<file path="config.mk">
export PLATFORM = sky130hd
export DESIGN_NAME = sysctrl_irq
export DESIGN_NICKNAME = d
export VERILOG_FILES = /design/src/rtl/sysctrl_irq.sv
export SDC_FILE = /design/constraint.sdc
export NUM_CORES = 1
export LEC_CHECK = 0
export ABC_AREA = 1
export CAP_MARGIN = 20
export CORE_MARGIN = 5
export CORE_UTILIZATION = 38
export CTS_CLUSTER_SIZE = 20
export DETAILED_ROUTE_END_ITERATION = 7
export PLACE_DENSITY_LB_ADDON = 0.1
export REMOVE_ABC_BUFFERS = 1
export SYNTH_ARGS = -nofsm -noshare
export SYNTH_HDL_FRONTEND = slang
export SYNTH_SLANG_ARGS = --single-unit
</file>
<file path="constraint.sdc">
create_clock -name clk -period 2.5 [get_ports clk]
set_input_delay 0.625 -clock clk [delete_from_list [all_inputs] [get_ports clk]]
set_output_delay 0.625 -clock clk [all_outputs]
set_load 0.03 [all_outputs]
</file>
<file path="src/rtl/sysctrl_irq.sv">
// sysctrl_irq: system control register block for the management SoC bus.
// Holds the user wishbone interface enable and N_IRQ user interrupt channels,
// each with a 2-flop synchroniser (plus an edge-detect flop), a per-channel
// level/edge mode, sticky write-1-to-clear pending bits (edge mode) and
// enable-gated interrupt outputs.
//
// Ports:
//   clk, resetn        system clock, asynchronous active-low reset
//   iomem_*            simple valid/ready register bus (wstrb == 0 is a read)
//   user_irq_in        asynchronous interrupt requests from the user area
//   user_irq_ena       enable register contents
//   mprj_wb_iena       user wishbone interface enable
//   user_irq           pending & enable, per channel
//   irq_any            OR of user_irq
module sysctrl_irq #(
    parameter logic [31:0] BASE_ADR = 32'h2300_0000,
    parameter int unsigned N_IRQ    = 3,
    parameter logic [7:0]  IRQ_ENA  = 8'h00,
    parameter logic [7:0]  WB_ENA   = 8'h04,
    parameter logic [7:0]  IRQ_EDGE = 8'h08,
    parameter logic [7:0]  IRQ_RAW  = 8'h0C,
    parameter logic [7:0]  IRQ_PEND = 8'h10,
    parameter logic [7:0]  IRQ_STAT = 8'h14
) (
    input  logic             clk,
    input  logic             resetn,
    input  logic [31:0]      iomem_addr,
    input  logic             iomem_valid,
    input  logic [3:0]       iomem_wstrb,
    input  logic [31:0]      iomem_wdata,
    output logic [31:0]      iomem_rdata,
    output logic             iomem_ready,
    input  logic [N_IRQ-1:0] user_irq_in,
    output logic [N_IRQ-1:0] user_irq_ena,
    output logic             mprj_wb_iena,
    output logic [N_IRQ-1:0] user_irq,
    output logic             irq_any
);

    logic [N_IRQ-1:0] ena_q, edge_q, pend_q;
    logic [N_IRQ-1:0] s1_q, s2_q, s3_q;
    logic             wb_q;
    logic             ready_q;
    logic [31:0]      rdata_q;

    logic             accept, wr;
    logic [7:0]       off;
    logic [31:0]      bmask;
    logic [N_IRQ-1:0] wmask, wbits;
    logic [N_IRQ-1:0] ena_d, edge_d, pend_d, clr;
    logic             wb_d;
    logic [31:0]      rd_mux;
    logic             unused_bits;

    // Ready being high blocks acceptance, so a held request is re-accepted
    // only every second cycle.
    assign accept = iomem_valid && !ready_q && (iomem_addr[31:8] == BASE_ADR[31:8]);
    assign wr     = accept && (iomem_wstrb != 4'b0000);
    assign off    = iomem_addr[7:0];
    assign bmask  = {{8{iomem_wstrb[3]}}, {8{iomem_wstrb[2]}},
                     {8{iomem_wstrb[1]}}, {8{iomem_wstrb[0]}}};
    assign wmask  = bmask[N_IRQ-1:0];
    assign wbits  = iomem_wdata[N_IRQ-1:0];

    assign unused_bits = ^{iomem_wdata, bmask};

    always_comb begin
        rd_mux = '0;
        case (off)
            IRQ_ENA:  rd_mux = 32'(ena_q);
            WB_ENA:   rd_mux = {31'b0, wb_q};
            IRQ_EDGE: rd_mux = 32'(edge_q);
            IRQ_RAW:  rd_mux = 32'(s2_q);
            IRQ_PEND: rd_mux = 32'(pend_q);
            IRQ_STAT: rd_mux = 32'(pend_q & ena_q);
            default:  rd_mux = '0;
        endcase
    end

    always_comb begin
        ena_d  = ena_q;
        edge_d = edge_q;
        wb_d   = wb_q;
        clr    = '0;
        if (wr) begin
            if (off == IRQ_ENA)
                ena_d = (ena_q & ~wmask) | (wbits & wmask);
            if (off == IRQ_EDGE)
                edge_d = (edge_q & ~wmask) | (wbits & wmask);
            if (off == WB_ENA && iomem_wstrb[0])
                wb_d = iomem_wdata[0];
            if (off == IRQ_PEND)
                clr = wmask & wbits;
        end
        // Edge channels: sticky, a new rising edge wins over a same-cycle W1C.
        // Level channels: follow the synchronised input.
        pend_d = (edge_q & ((pend_q & ~clr) | (s2_q & ~s3_q))) | (~edge_q & s2_q);
    end

    always_ff @(posedge clk or negedge resetn) begin
        if (!resetn) begin
            ena_q   <= '0;
            edge_q  <= '0;
            pend_q  <= '0;
            s1_q    <= '0;
            s2_q    <= '0;
            s3_q    <= '0;
            wb_q    <= 1'b0;
            ready_q <= 1'b0;
            rdata_q <= '0;
        end else begin
            s1_q    <= user_irq_in;
            s2_q    <= s1_q;
            s3_q    <= s2_q;
            ena_q   <= ena_d;
            edge_q  <= edge_d;
            wb_q    <= wb_d;
            pend_q  <= pend_d;
            ready_q <= accept;
            if (accept)
                rdata_q <= rd_mux;
        end
    end

    assign iomem_ready  = ready_q;
    assign iomem_rdata  = rdata_q;
    assign user_irq_ena = ena_q;
    assign mprj_wb_iena = wb_q;
    assign user_irq     = pend_q & ena_q;
    assign irq_any      = |(pend_q & ena_q);

endmodule

</file>
---- After elaboration in Yosys (flattened, before gate mapping) ----
Cells that the tools add are included.
storage, ports and cells
  flip-flop bits (word level) ............. 52
  input port bits ......................... 74
  output and inout bits ................... 41
  word-level logic and storage cells ...... 46
cells by class
  equality and inequality tests ........... 6
  muxes and demuxes ....................... 3
  bitwise operators ....................... 17
  reduce and logical (&&, ||, !) cells .... 11
operator list
  cell                    number
  $and A3 B3 Y3           9
  $eq A24 B22 Y1 const B  1
  $pmux W3 S6             1
  $eq A8 B4 Y1 const B    2
  $eq A8 B5 Y1 const B    2
  $not A3 Y3              4
  $or A3 B3 Y3            4
  $eq A8 B3 Y1 const B    1
  $logic_not A8 Y1        1
  $mux W3                 2
  $reduce_and A2 Y1       3
  $logic_and A1 B1 Y1     4
  $reduce_bool A4 Y1      1
  $reduce_or A3 Y1        1
  $logic_not A1 Y1        1

---- Longest topological paths before layout ----
  depth after elaboration ................. 10
  mapped depth ............................ 10
  depth with buffers taken out ............ 10

---- Worst setup path after synthesis ----
OpenSTA, ideal clock, no wires.
  path type ............................... reg2out
  start ................................... reg with a tool-made name
  end ..................................... out irq_any
  arrival time ............................ 902 ps
  data required time ...................... 1875 ps
  setup slack ............................. 973 ps
  stages on the path, launching flop included .. 3
  path buffers ............................ 0
  cells stage by stage .................... dfrtp_1 nand2_1 nand3_1
RTL lines
  item           line  text
  end, declared  37    output logic irq_any

==> flow_summary_export.csv <==
group,metric,value,unit
logic_synthesis,synth.distinct_cells,21,
critical_path,crit_buf_inv,1,
cts,cts_buffers,3,
critical_path,path_cells,"nand2_1 -> nand3_1 -> clkdlybuf4s50_1",
logic_synthesis,ys_seq_elements,23,
run,drv_cap,0,
critical_path,cp.arrival,1550,ps
power,power_frac_comb,22.4,%
logic_synthesis,synth_ff_type,"dfrtp_1",
timing,max_freq,461,MHz
logic_synthesis,synthTopCellsByArea,"dfrtp_1 (35%), nand2_1 (14%), buf_4 (13%), inv_1 (9.5%), nand3_1 (7.9%)",
cts,cts_resized,0,
logic_synthesis,synth_seq_area_share,34.7,%
grt,grt_pass1_vias,1411,
power,p_int,0.562,mW
critical_path,worst-path-stages,3,
floorplan,die-area,0.00578,mm²
grt,gr-total-overflow,0,
grt,antenna_found_initial,0,
drt,dr.pass1.iters,5,
power,switching_share,29.1,%
floorplan,dieHeight,76.0,µm
grt,grt_max_degree,24,
timing,fin_skew,2.42,ps
drt,drt_iter0_drc,44,
status,status,"finished, final reports clean",
timing,post-route-period-util,86.8,%
critical_path,start_kind,"register",
cts,cts_setup_buffers,0,
cts,clk_pin_slew,80,ps
timing,hold_viol,0,
grt,grt_usage,13.1,%
final_layout,fill_cells,466,
timing,finalSetupViolations,0,
power,seq_power_share,48.2,%
drt,via_per_inst,4.28,
final_layout,antenna_cells,0,
final_layout,layout.nets,379,
drt,routed_wl,3.72,mm
logic_synthesis,synth_top_area_cell,"dfrtp_1",
grt,grt_pass1_wl,6.42,mm
timing,finalCriticalPeriod,2170,ps
power,power_density,361,mW/mm²
drt,drc_errors,0,
critical_path,cp.required,1880,ps
timing,fin_tns_setup,0,ps
drt,avgRoutedWirePerCell,10.4,µm
cts,clock_sinks,23,
floorplan,coreArea,0.00429,mm²
critical_path,crit_slowest_cell,"clkdlybuf4s50_1",
drt,ant_nets,0,
critical_path,crit_family,"buffers and inverters",
logic_synthesis,synth_top_area_share,34.7,%
power,irDropWorstVdd,0.000382,V
logic_synthesis,avgSynthCellArea,6.71,µm²
floorplan,die_w,76.0,µm
cts,root_buffer,"clkbuf_8",
logic_synthesis,synth_common_cells,"nand2_1 (63), inv_1 (42), nor2_1 (31)",
power,switchingPower,0.231,mW
logic_synthesis,synth_edf_count,0,
final_layout,final_layout_size_suffix_gt1_share,6.91,%
floorplan,io_pins,115,
timing,drv_slew,0,
cts,cts_tree,"yes",
critical_path,critPathCaptureType,"primary output",
worst_hold_path,hold_path.class,"register to register",
critical_path,cp_slowest_stage_delay,680,ps
final_layout,area_delta_synth_final,32.6,%
cts,cts_buffer_depth,2,
drt,via_count,1524,
power,p_leak,1.16,nW
logic_synthesis,ys_warn_count,0,
timing,rsz0062_at_grt,"false",
logic_synthesis,syn-cell-area,0.00166,mm²
cts,cts_hold_buf,0,
place,portBuffers,53,
logic_synthesis,syn_inst,247,
timing,holdWs,355,ps
logic_synthesis,async_flop_share,100,%
power,pwr-share-clk,29.4,%
cts,htree_levels,1,
cts,clkLatencyLatePin,260,ps
worst_hold_path,hold_depth,0,
critical_path,reg2reg_depth,8,
place,place_congestion,0.878,
critical_path,cp_max_fo,4,
critical_path,path_class,"register to primary output",
floorplan,start_util,38.6,%
logic_synthesis,yosysMostFrequentCell,"nand2_1",
place,hpwl,3.17,mm
floorplan,num_rows,24,
==> cells by family after synthesis <==
family,synth area share [%]
AND/OR/NAND/NOR,38.6
other,0.226
flip-flops,34.7
AO/OA/AOI/OAI,2.87
buffers and inverters,23.6
==> worst paths after layout <==
kind                                  start         to  slack, ps
worst min-delay path                s1_q[0]    s2_q[0]        350
min in group asynchronous            resetn    s2_q[2]        700
worst max register to register  iomem_ready   register       1130
worst min register to register      s1_q[0]    s2_q[0]        350
max in group asynchronous            resetn  pend_q[0]       1580
worst max-delay path               register    irq_any        330
==> metrics by stage <==
stage | util, % | instances | cell area, µm² | setup WS (ps) | power [mW]
after global routing | 51.1 | 356 | 2200 | 219 | 0.849
after global placement | 50.0 | 352 | 2150 | 395 | 0.566
final | 51.1 | 356 | 2200 | 330 | 0.792
after floorplan | - | 246 | 1540 | 973 | 0.479
after detailed placement | 50.0 | 352 | 2150 | 379 | 0.567
after CTS | 51.1 | 356 | 2200 | 309 | 0.808
==> power by group through the flow <==
stage	registers [mW]	logic, mW	clock network, mW
5_1_grt	0.383	0.193	0.272
2_1_floorplan	0.389	0.0903	0
3_5_place_dp	0.390	0.177	0
3_3_place_gp	0.390	0.176	0
4_1_cts	0.382	0.177	0.248
6_report	0.382	0.177	0.233
==> area by class of cell <==
cell class              instances  area, µm²  area share, %
flip-flops and latches         23        576           26.2
clock buffers                   3       41.3           1.88
multi-input cells             177        796           36.2
inverters                      46        173           7.86
repair buffers                 54        538           24.5
clock inverters                 1       7.51          0.342
well taps                      52       65.1           2.96
==> cell usage in the layout (no fill, tap or decap), types with 4 or more instances in the layout <==
| master | instances |
|---|---|
| nor2_1 | 31 |
| clkdlybuf4s50_1 | 53 |
| conb_1 | 29 |
| dfrtp_1 | 23 |
| inv_1 | 42 |
| nor2_2 | 5 |
| nand2_1 | 63 |
| nand4_1 | 5 |
| nand3_1 | 26 |
| nand2_2 | 4 |
==> metal layers <==
layer | wire length, µm | global-route usage [%] | part of all wire (%)
met5 | 0 | 0 | 0
met4 | 19 | 3.20 | 0.51
met3 | 326 | 3.90 | 8.8
met2 | 1680 | 21.3 | 45
met1 | 1690 | 17.1 | 45
Power figures use the tool's default switching activity.
